`src/rtl/s_axi4l_reg_pkg.sv`:
```
// s_axi4l_reg_pkg: word-index map and shared types for the AXI4-Lite register file.
// Revision: 1.0
`default_nettype none

package s_axi4l_reg_pkg;

  localparam int unsigned REG_CTRL     = 0;
  localparam int unsigned REG_STATUS   = 1;
  localparam int unsigned REG_IRQ_STAT = 2;
  localparam int unsigned REG_IRQ_MASK = 3;
  localparam int unsigned REG_GP_BASE  = 4;

  localparam int unsigned IDX_WIDTH = 6;
  typedef logic [IDX_WIDTH-1:0] reg_idx_t;

  function automatic logic idx_in_range(input logic [31:0] idx,
                                        input int unsigned lo,
                                        input int unsigned n);
    return (idx >= lo) && (idx < lo + n);
  endfunction

endpackage

`default_nettype wire

```
`src/rtl/s_axi4l_w1c_reg.sv`:
```
// s_axi4l_w1c_reg: event-set / write-1-clear register; a set and clear on the same bit keeps it set.
// Revision: 1.0
`default_nettype none

module s_axi4l_w1c_reg #(
  parameter int WIDTH = 32
) (
  input  logic             clk,
  input  logic             rst,
  input  logic [WIDTH-1:0] set_pulse,
  input  logic [WIDTH-1:0] clr_mask,
  output logic [WIDTH-1:0] q
);

  always_ff @(posedge clk) begin
    if (rst) begin
      q <= '0;
    end else begin
      q <= (q & ~clr_mask) | set_pulse;
    end
  end

endmodule

`default_nettype wire

```
`src/rtl/s_axi4l_reg_file.sv`:
```
// s_axi4l_reg_file: CTRL/STATUS/IRQ_STAT/IRQ_MASK plus NUM_GP general registers behind a
// strobe write port and a one-cycle registered read port. Revision: 1.0
`default_nettype none

module s_axi4l_reg_file
  import s_axi4l_reg_pkg::*;
#(
  parameter int                    ADDR_WIDTH = 8,
  parameter int                    DATA_WIDTH = 32,
  parameter int                    NUM_GP     = 4,
  parameter logic [DATA_WIDTH-1:0] PULSE_MASK = 'h1
) (
  input  logic                         i_axi_clock,
  input  logic                         i_reset,
  input  logic [ADDR_WIDTH-1:0]        i_waddr,
  input  logic [DATA_WIDTH-1:0]        i_wdata,
  input  logic                         i_wvalid,
  output logic                         o_werr,
  input  logic [ADDR_WIDTH-1:0]        i_raddr,
  input  logic                         i_rvalid,
  output logic [DATA_WIDTH-1:0]        o_rdata,
  output logic                         o_rdata_valid,
  output logic                         o_rerr,
  input  logic [DATA_WIDTH-1:0]        i_status,
  input  logic [DATA_WIDTH-1:0]        i_irq_set,
  output logic [DATA_WIDTH-1:0]        o_ctrl,
  output logic                         o_irq,
  output logic [NUM_GP*DATA_WIDTH-1:0] o_gp
);

  logic [31:0]           widx;
  logic [31:0]           ridx;
  logic                  wr_ctrl;
  logic                  wr_stat;
  logic                  wr_mask;
  logic                  wr_gp;
  logic                  wr_bad;
  logic [DATA_WIDTH-1:0] ctrl_q;
  logic [DATA_WIDTH-1:0] mask_q;
  logic [DATA_WIDTH-1:0] irq_stat;
  logic [DATA_WIDTH-1:0] stat_clr;
  logic [DATA_WIDTH-1:0] gp_q [NUM_GP];
  logic [DATA_WIDTH-1:0] rd_data;
  logic                  rd_err;
  logic                  unused_addr_bits;

  // Byte-lane bits are not part of the word index.
  assign unused_addr_bits = ^{i_waddr[1:0], i_raddr[1:0]};
  assign widx = 32'(i_waddr[ADDR_WIDTH-1:2]);
  assign ridx = 32'(i_raddr[ADDR_WIDTH-1:2]);

  assign wr_ctrl  = i_wvalid && (widx == REG_CTRL);
  assign wr_stat  = i_wvalid && (widx == REG_IRQ_STAT);
  assign wr_mask  = i_wvalid && (widx == REG_IRQ_MASK);
  assign wr_gp    = i_wvalid && idx_in_range(widx, REG_GP_BASE, NUM_GP);
  assign wr_bad   = i_wvalid && !(wr_ctrl || wr_stat || wr_mask || wr_gp);
  assign stat_clr = wr_stat ? i_wdata : '0;

  always_ff @(posedge i_axi_clock) begin
    if (i_reset) begin
      ctrl_q <= '0;
      mask_q <= '0;
      o_werr <= 1'b0;
      o_irq  <= 1'b0;
    end else begin
      // Pulse bits live for exactly the cycle after the write that set them.
      ctrl_q <= wr_ctrl ? i_wdata : (ctrl_q & ~PULSE_MASK);
      if (wr_mask) begin
        mask_q <= i_wdata;
      end
      o_werr <= wr_bad;
      o_irq  <= |(irq_stat & mask_q);
    end
  end

  always_ff @(posedge i_axi_clock) begin
    for (int k = 0; k < NUM_GP; k++) begin
      if (i_reset) begin
        gp_q[k] <= '0;
      end else if (wr_gp && (widx == REG_GP_BASE + k)) begin
        gp_q[k] <= i_wdata;
      end
    end
  end

  s_axi4l_w1c_reg #(
    .WIDTH(DATA_WIDTH)
  ) u_irq_stat (
    .clk      (i_axi_clock),
    .rst      (i_reset),
    .set_pulse(i_irq_set),
    .clr_mask (stat_clr),
    .q        (irq_stat)
  );

  for (genvar g = 0; g < NUM_GP; g++) begin : g_gp_out
    assign o_gp[g*DATA_WIDTH +: DATA_WIDTH] = gp_q[g];
  end

  assign o_ctrl = ctrl_q;

  always_comb begin
    rd_data = '0;
    rd_err  = 1'b0;
    if (ridx == REG_CTRL) begin
      rd_data = ctrl_q;
    end else if (ridx == REG_STATUS) begin
      rd_data = i_status;
    end else if (ridx == REG_IRQ_STAT) begin
      rd_data = irq_stat;
    end else if (ridx == REG_IRQ_MASK) begin
      rd_data = mask_q;
    end else if (idx_in_range(ridx, REG_GP_BASE, NUM_GP)) begin
      for (int k = 0; k < NUM_GP; k++) begin
        if (ridx == REG_GP_BASE + k) begin
          rd_data = gp_q[k];
        end
      end
    end else begin
      rd_err = 1'b1;
    end
  end

  // Sampling the pre-edge register values gives read-old on a same-cycle collision.
  always_ff @(posedge i_axi_clock) begin
    if (i_reset) begin
      o_rdata       <= '0;
      o_rdata_valid <= 1'b0;
      o_rerr        <= 1'b0;
    end else begin
      o_rdata_valid <= i_rvalid;
      if (i_rvalid) begin
        o_rdata <= rd_data;
        o_rerr  <= rd_err;
      end
    end
  end

endmodule

`default_nettype wire

```
`config.mk`:
```
export PLATFORM = sky130hd
export DESIGN_NAME = s_axi4l_reg_file
export DESIGN_NICKNAME = d
export VERILOG_FILES = /design/src/rtl/s_axi4l_reg_pkg.sv /design/src/rtl/s_axi4l_w1c_reg.sv /design/src/rtl/s_axi4l_reg_file.sv
export SDC_FILE = /design/constraint.sdc
export NUM_CORES = 1
export LEC_CHECK = 0
export ABC_AREA = 1
export ABC_CLOCK_PERIOD_IN_PS = 5600
export BUFFER_PORTS_ARGS = -buffer_cell sky130_fd_sc_hd__clkbuf_2
export CAP_MARGIN = 5
export CORE_ASPECT_RATIO = 0.5
export CORE_MARGIN = 4
export CORE_UTILIZATION = 55
export CTS_BUF_LIST = sky130_fd_sc_hd__clkbuf_4 sky130_fd_sc_hd__clkbuf_8
export CTS_CLUSTER_SIZE = 8
export DETAILED_ROUTE_END_ITERATION = 10
export GPL_ROUTABILITY_DRIVEN = 0
export PLACE_DENSITY_LB_ADDON = 0.08
export SLEW_MARGIN = 15
export SYNTH_ARGS = -nofsm -noshare
export SYNTH_HDL_FRONTEND = slang
export SYNTH_HIERARCHICAL = 1
export SYNTH_SLANG_ARGS = --single-unit
export TNS_END_PERCENT = 50
```
`constraint.sdc`:
```
create_clock -name i_axi_clock -period 5.6 [get_ports i_axi_clock]
set_input_delay 1.12 -clock i_axi_clock [delete_from_list [all_inputs] [get_ports i_axi_clock]]
set_output_delay 1.12 -clock i_axi_clock [all_outputs]
set_load 0.1 [all_outputs]
```
Yosys cells after proc, flatten, opt, wreduce, memory -nomap -nowiden. Memory sizes are Yosys's and may differ from the RTL's. Index checks and enable logic that the tools add are counted.

Flip-flop bits (word level): 132. Memory bits (writable): 128. Input bits: 116. Output and inout port bits: 196. Word-level logic and storage cells: 88. Memories kept: 1.

$lt $le $gt $ge: 4. Eq/ne operators: 13. Multiplexer cells: 33. Bitwise logic cells: 9. Reduce and logical (&&, ||, !) cells: 19.

Memory list: gp_q (depth 4, width 32, read ports 4, clocked after Yosys merged registers in 0, wr ports 4, line s_axi4l_reg_file.sv:42) `logic [DATA_WIDTH-1:0] gp_q [NUM_GP];`.

Operators with widths (count): 32-bit 2-to-1 mux (14); 32-bit bitwise AND (2); 32-bit logical NOT (2); 6-bit by 3-bit equality test with 1-bit output, second input constant (8); 32-bit inverter (1); 32-bit OR (1); 32-bit OR reduction (1); 6-bit by 2-bit equality test with 1-bit output, second input constant (4); 1-bit 2-to-1 mux (19); 6-bit by 3-bit greater-or-equal comparator with 1-bit output, second input constant (2); 6-bit by 4-bit less-than comparator with 1-bit output, second input constant (2); 1-bit logical AND (11); 6-bit by 1-bit equality test with 1-bit output, second input constant (1); 1-bit OR (4); 1-bit logical OR (3); 2-bit OR reduction (1); 1-bit logical NOT (1); 1-bit inverter (1).

Depth between registers and ports, before layout. Gate-level depths: netlist of run 1.

Word-level depth: 10. Depth in mapped cells: 12. Gate-level depth less buffers: 12.

Hierarchy. Netlist of run 1, hierarchy kept.

By module, submodules not included: s_axi4l_reg_file (times used 1, cells each 1240, area each 10490.1 sq um, sequential area each 5845.6 sq um); s_axi4l_w1c_reg (times used 1, cells each 163, area each 1194.9 sq um, sequential area each 640.6 sq um).

Least setup slack after synthesis of run 1. Ideal clock, no wire load.

Path kind: input-to-reg. From: input port i_waddr[7]. To: memory gp_q[3][0] (enable). Library setup time: 0.466 ns. Arrival time: 3.805 ns. Data required time: 5.134 ns. Slack: 1.329 ns. Stages on the path: 4. Path buffers: 0. Cell sequence: or2_1 > inv_2 > nand3_1 > o21ai_0.

RTL lines: from (decl) (line s_axi4l_reg_file.sv:15) `input logic [ADDR_WIDTH-1:0] i_waddr,`; to (decl) (line s_axi4l_reg_file.sv:42).

Worst setup path in the final report of run 1.
From: input port i_raddr[2]. To: register o_rdata[14].

Word-level cells in the longest chain between the ends: 10. Elaborated cells between the ends (all ways): 20. Those cells by class: order compare (2); eq/ne (7); mux (9); reduce/logical (2).

RTL lines: from (decl) (line s_axi4l_reg_file.sv:19) `input logic [ADDR_WIDTH-1:0] i_raddr,`; 6-bit by 3-bit equality test with 1-bit output (line s_axi4l_reg_file.sv:115) `if (ridx == REG_GP_BASE + k) begin`; 32-bit 2-to-1 mux (4 in series) (line s_axi4l_reg_file.sv:115); 32-bit 2-to-1 mux (line s_axi4l_reg_file.sv:113) `end else if (idx_in_range(ridx, REG_GP_BASE, NUM_GP)) begin`; 32-bit 2-to-1 mux (line s_axi4l_reg_file.sv:111) `end else if (ridx == REG_IRQ_MASK) begin`; 32-bit 2-to-1 mux (line s_axi4l_reg_file.sv:109) `end else if (ridx == REG_IRQ_STAT) begin`; 32-bit 2-to-1 mux (line s_axi4l_reg_file.sv:107) `end else if (ridx == REG_STATUS) begin`; 32-bit 2-to-1 mux * (line s_axi4l_reg_file.sv:105) `if (ridx == REG_CTRL) begin`; to (signal assigned) (line s_axi4l_reg_file.sv:133) `o_rdata <= rd_data;`; to (decl) (line s_axi4l_reg_file.sv:21) `output logic [DATA_WIDTH-1:0] o_rdata,`.

Every way passes the cells marked *; elsewhere a longest branch is shown, timed or not. A chain may end at the register's enable or synchronous reset.

==> metrics, run 1 <==
RSZ-0062 raised after global routing=no; actual slew at the worst max-slew pin=approximately 1000 ps; Fmax achieved=305 MHz; starting density of the core=roughly 56%; most common cell after layout, fill and taps aside=nand2_1; Clock Latency Late Sink=550 ps; final net count=roughly 1,800; Critical Path End Type=flop; asr flop ratio synth=0%; area grow syn2layout=19.9%; routed length per placed instance=between 20 and 25 um; CTS tree=yes; DP Worst Slack=around 1900 ps; Setup violations, final=0; Detailed Place HPWL=roughly 27,000 um; max_slew headroom=31.3%; yosys warns=6; met3 capacity usage during global routing=between 8 and 9%; GRT Total Usage=between 30% and 40%; area fraction of the dominant cell type after synthesis=roughly 33%; Ports=312; outcome=complete, no violations; post-synthesis adder-cell area fraction=0%; multiplexer share of the synthesized area=0%; met2 Resource Use GR=51.6%; Die Y=approximately 110 um; largest cells by area after synthesis=edfxtp_1 33%, dfxtp_1 23%, nand2_1 10%; compound-gate portion of the synthesized area=between 10 and 15%; I/O Buffers=307; antenna violations before repair=2; final setup margin=around 2300 ps; number of H-tree levels=2; first-pass GRT wire length=60,600 um; postcts setup bufs=0; CP Launch Type=primary input; clock slew at reported path FFs=approximately 60 ps; power density cells=~320 mW/mm^2; hold-fix buffers at CTS=0; Core Box Area=a little over 0.02 mm^2; fill count=1,756; Final Hold Fails=0; num rows=37; minimum clock period after layout=around 3300 ps; max cap viols=0; WP data required=between 6000 and 7000 ps; skew final=approximately 25 ps; clock buffer depth=3; Synth Instances=around 1,400; CTS root buffer=clkbuf_8; Yosys reg bits=between 200 and 300; maximum vdd drop=around 0.00028 V; Synth area leader=edfxtp_1; library cells used by synthesis=32; CTS Buf Count=39; PostCTS Resize Cnt=0; Mapped Nets=roughly 1,500; fin. max-slew vios=0; HP Class=reg -> reg; Seq/Total Area, Yosys=about 56%; crit path DAT=~3700 ps; critical path type=in -> reg; GR Util met1=between 40 and 50%; Avg Inst Size Synth=between 8 and 9 um^2; EDFF count, synth=128; largest net degree at the start of global routing=67; Mapped Area=~0.012 mm^2; final worst path period share=between 50 and 60%; vias=about 11,000; Final ANT Viol Nets=0; Sinks on Clock Net=260; simple-gate area share of the yosys netlist=between 20% and 30%; die width=214 um; vias per inst=~5.6; starting DRC count in detailed routing=roughly 1,300; Main synth FF type=dfxtp_1; die footprint=around 0.024 mm^2; Leak=6.23 nW; vias in the first global route=about 11,000; Synth Area in XOR/XNOR=0%; TritonRoute pass-1 iters=8; # diodes=0; Setup TNS=0 ps; fraction of layout cells with a size suffix above 1=24.9%; DRC=0; Congestion Overflow GR=0; most frequent cells in the layout=310 x nand2_1, 306 x clkbuf_2, 181 x a21oi_1; largest family of logic cells by synthesized area=simple AND/OR/NAND/NOR gates; routed wire length=40,000 um; critical path peak fanout=35; Most Crowded Layer GR=met2
-- synthesized netlist by cell type, drive strengths merged, types with 2 or more instances --
cell / instances
nand4: 37
edfxtp: 128
a22o: 7
o21ai: 67
nand2: 312
nand3: 39
clkbuf: 31
a21oi: 194
or2: 5
o211ai: 31
nor3: 2
inv: 177
nor2: 181
buf: 54
dfxtp: 132
a221oi: 3
-- routing by layer --
metal / part of all wire (%) / vias up / wire (um)
met5: 0.068 / - / 27
li1: - / 5142 / -
met3: 12 / 88 / 4740
met4: 2.3 / 4 / 907
met2: 44 / 625 / 17700
met1: 41 / 5250 / 16600
-- kinds of logic (layout without fill, tap and decap cells) --
family,Yosys count,after routing
flops,260,260
simple gates,578,578
buf+inv,263,562
compound gates,302,302
-- path summary, 6_finish.rpt --
path	startpoint	end	slack (ps)	cells past startpoint
worst max-delay path	i_raddr[2]	o_rdata[14]	2320	9
worst min-delay path	o_rdata[22]	o_rdata[22]	460	2
worst max register to register	mask_q[12]	o_irq	4200	6
worst min register to register	o_rdata[22]	o_rdata[22]	460	2
-- final cells by class --
class                   instances  area [um^2]  area share [%]
clock buffers                  65          744            5.31
clock inverters                 1         5.00          0.0357
inverters                     178          669            4.78
multi-input cells             880         4150            29.6
flip-flops and latches        260         6490            46.3
well taps                     273          342            2.44
repair buffers                318         1620            11.6
-- per-stage QoR --
| stage | instances | power [mW] | area (um^2) | util [%] | hold WS (ps) |
|---|---|---|---|---|---|
| final | 1975 | 4.43 | 14000 | 67.7 | 464 |
| after global routing | 1975 | 4.58 | 14000 | 67.7 | 483 |
| after CTS | 1975 | 4.44 | 14000 | 67.7 | 465 |
| after detailed placement | 1909 | 2.90 | 13300 | 64.1 | 456 |
| after global placement | 1909 | 2.89 | 13300 | 64.1 | 455 |
| after floorplan | 1403 | 2.73 | 11700 | - | 445 |
-- power breakdown --
group / leakage [nW] / total [mW] / switching, mW / internal (mW)
registers: 2.29 / 2.12 / 0.0533 / 2.07
logic: 3.53 / 0.745 / 0.639 / 0.106
clock network: 0.409 / 1.56 / 0.733 / 0.831
-- sequential cells by signal, indices dropped and copies added, names as in the netlist --
signal         flops
gp_q             128
mask_q            32
o_ctrl            32
o_irq              1
o_rdata           32
o_rdata_valid      1
o_rerr             1
o_werr             1
u_irq_stat/q      32
-- worst max-delay path, cell delays in order --
cell and delay (ps):
clkbuf_2 720, nand2_1 310, nor2_4 870, nand2_1 130, nand3_1 140, nand2_1 130, nand4_1 100, nand2_1 70
a21oi_2 110
No activity file was read; power rests on OpenSTA's default activity.
==> run 2, diff against run 1 <==
--- a/config.mk
+++ b/config.mk
@@ -6,7 +6,7 @@
 export NUM_CORES = 1
 export LEC_CHECK = 0
 export ABC_AREA = 1
-export ABC_CLOCK_PERIOD_IN_PS = 5600
+export ABC_CLOCK_PERIOD_IN_PS = 3440
 export BUFFER_PORTS_ARGS = -buffer_cell sky130_fd_sc_hd__clkbuf_2
 export CAP_MARGIN = 5
 export CORE_ASPECT_RATIO = 0.5
==> constraint.sdc (replaced) <==
create_clock -name i_axi_clock -period 3.44 [get_ports i_axi_clock]
set_input_delay 0.688 -clock i_axi_clock [delete_from_list [all_inputs] [get_ports i_axi_clock]]
set_output_delay 0.688 -clock i_axi_clock [all_outputs]
set_load 0.1 [all_outputs]
==> metrics, run 2 (synthesis gave the netlist of run 1 again) <==
Ports=312 (unchanged); clock slew at reported path FFs=70 ps (about the same); CP startpoint=i_waddr[7]; clock buffer depth=3 (unchanged); CTS Buf Count=39 (unchanged); DP Worst Slack=711 ps (-1170 ps); maximum vdd drop=0.000367 V (+32%); Congestion Overflow GR=0 (unchanged); critical path type=in -> reg; worst-path cell chain=clkbuf_2 > or2_1 > inv_2 > nand3_1 > inv_1 > nand3_1 > nand2_2 > buf_12; Final Hold Fails=0 (unchanged); DRC=0 (unchanged); Largest register FFs=128 (unchanged); most frequent CP cell=nand3_1; skew final=19.4 ps (-5.73 ps); routed length per placed instance=20.2 um (-0.30%); RSZ-0062 raised after global routing=no; HP Class=in -> reg; area of the multi-input gates=0.00415 mm^2 (unchanged); fin util=69.0% (+1.2 points); Setup violations, final=0 (unchanged); die footprint=0.0238 mm^2 (unchanged); fill count=1,766 (+0.57%); critical path peak fanout=21 (-40%); vias=11,200 (+1.1%); WP data required=3690 ps (-2370 ps); vias per inst=5.62 (about the same); largest net degree at the start of global routing=67 (unchanged); WHS=348 ps (-116 ps); Hold Path Origin=i_irq_set[22]; Clock Latency Late Sink=560 ps (about the same); Sinks on Clock Net=260 (unchanged); minimum clock period after layout=~2200 ps; Area after DPL=0.0135 mm^2 (+1.7%); final worst path period share=~63%; Crit-path slowest cell=nand2_2; Leak=6.35 nW (+1.9%); dpl cells=1,927 (+0.94%); final net count=1,811 (+1.0%); Reg with most FFs=gp_q; power density cells=512 mW/mm^2 (+62%); non-filler instance count after layout=1,996 (+1.1%); R2R Setup Slk=1990 ps (-2210 ps); CTS root buffer=clkbuf_8; max cap viols=0 (unchanged); routed wire length=40,300 um (+0.76%); Die Y=111 um (unchanged); most common cell after layout, fill and taps aside=nand2_1; Final ANT Viol Nets=0 (unchanged); GRT Total Usage=32.8% (+0.32 points); fin. max-slew vios=0 (unchanged); total power=7.31 mW (+65%); postcts setup bufs=0 (unchanged); Fmax achieved=approximately 460 MHz; die width=214 um (unchanged); most frequent cells in the layout=310 x nand2_1, 306 x clkbuf_2, 181 x a21oi_1; final setup margin=1260 ps (-1050 ps); CTS tree=yes; starting DRC count in detailed routing=1,355 (+7.8%); Setup TNS=0 ps (unchanged); fraction of layout cells with a size suffix above 1=25.8% (+0.92 points); starting density of the core=56.5% (unchanged); first-pass GRT wire length=60,600 um (about the same); number of H-tree levels=2 (unchanged); hold-fix buffers at CTS=0 (unchanged); num rows=37 (unchanged); Critical Path End Type=flop; # diodes=0 (unchanged); CP max stage delay=370 ps (-500 ps); CP Launch Type=primary input; Detailed Place HPWL=27,700 um (+4.3%); worst reg2reg startpoint=u_irq_stat/q[29]; max_slew headroom=39.7% (+8.4 points); I/O Buffers=307 (unchanged); area grow syn2layout=22.1%; outcome=complete, no violations; Core Box Area=0.0207 mm^2 (unchanged); design area=0.0143 mm^2 (+1.8%); crit path DAT=2430 ps (-1310 ps); actual slew at the worst max-slew pin=904 ps (-124 ps); antenna violations before repair=1 (-1); PostCTS Resize Cnt=0 (unchanged); FF+latch area=0.00649 mm^2 (unchanged); TritonRoute pass-1 iters=5 (-3); vias in the first global route=10,700 (+0.28%)
-- run 2: power by group --
part	internal, mW	switching (mW)
registers	3.37	0.0877
logic	0.184	1.04
clock network	1.41	1.21
total	4.97	2.34
-- run 2: area by class of cell --
cell class / instances / share of cell area [%]
Multi-Input combinational cell: 880 / 29.1
Clock buffer: 65 / 5.13
Inverter: 178 / 4.69
Clock inverter: 4 / 0.368
Sequential cell: 260 / 45.4
Tap cell: 273 / 2.39
Timing Repair Buffer: 336 / 12.9
-- run 2: layer usage --
layer / GRT usage (%) / vias up / part of all wire, %
met5: 0 / - / 0.020
met4: 9.19 / 2 / 2.4
met3: 7.58 / 78 / 12
met2: 51.7 / 649 / 45
met1: 45.7 / 5323 / 41
li1: - / 5175 / -
-- run 2: final timing paths --
kind | end | depth (start not counted)
setup / recovery | gp_q[1][19] | 8
hold / removal | u_irq_stat/q[22] | 3
setup reg to reg | o_irq | 6
hold reg to reg | o_rdata[25] | 2
-- run 2: worst max-delay path: cells and delay by family --
| family | cells | cell delay, ps |
|---|---|---|
| AND/OR/NAND/NOR | 4 | 1010 |
| buffers and inverters | 4 | 680 |
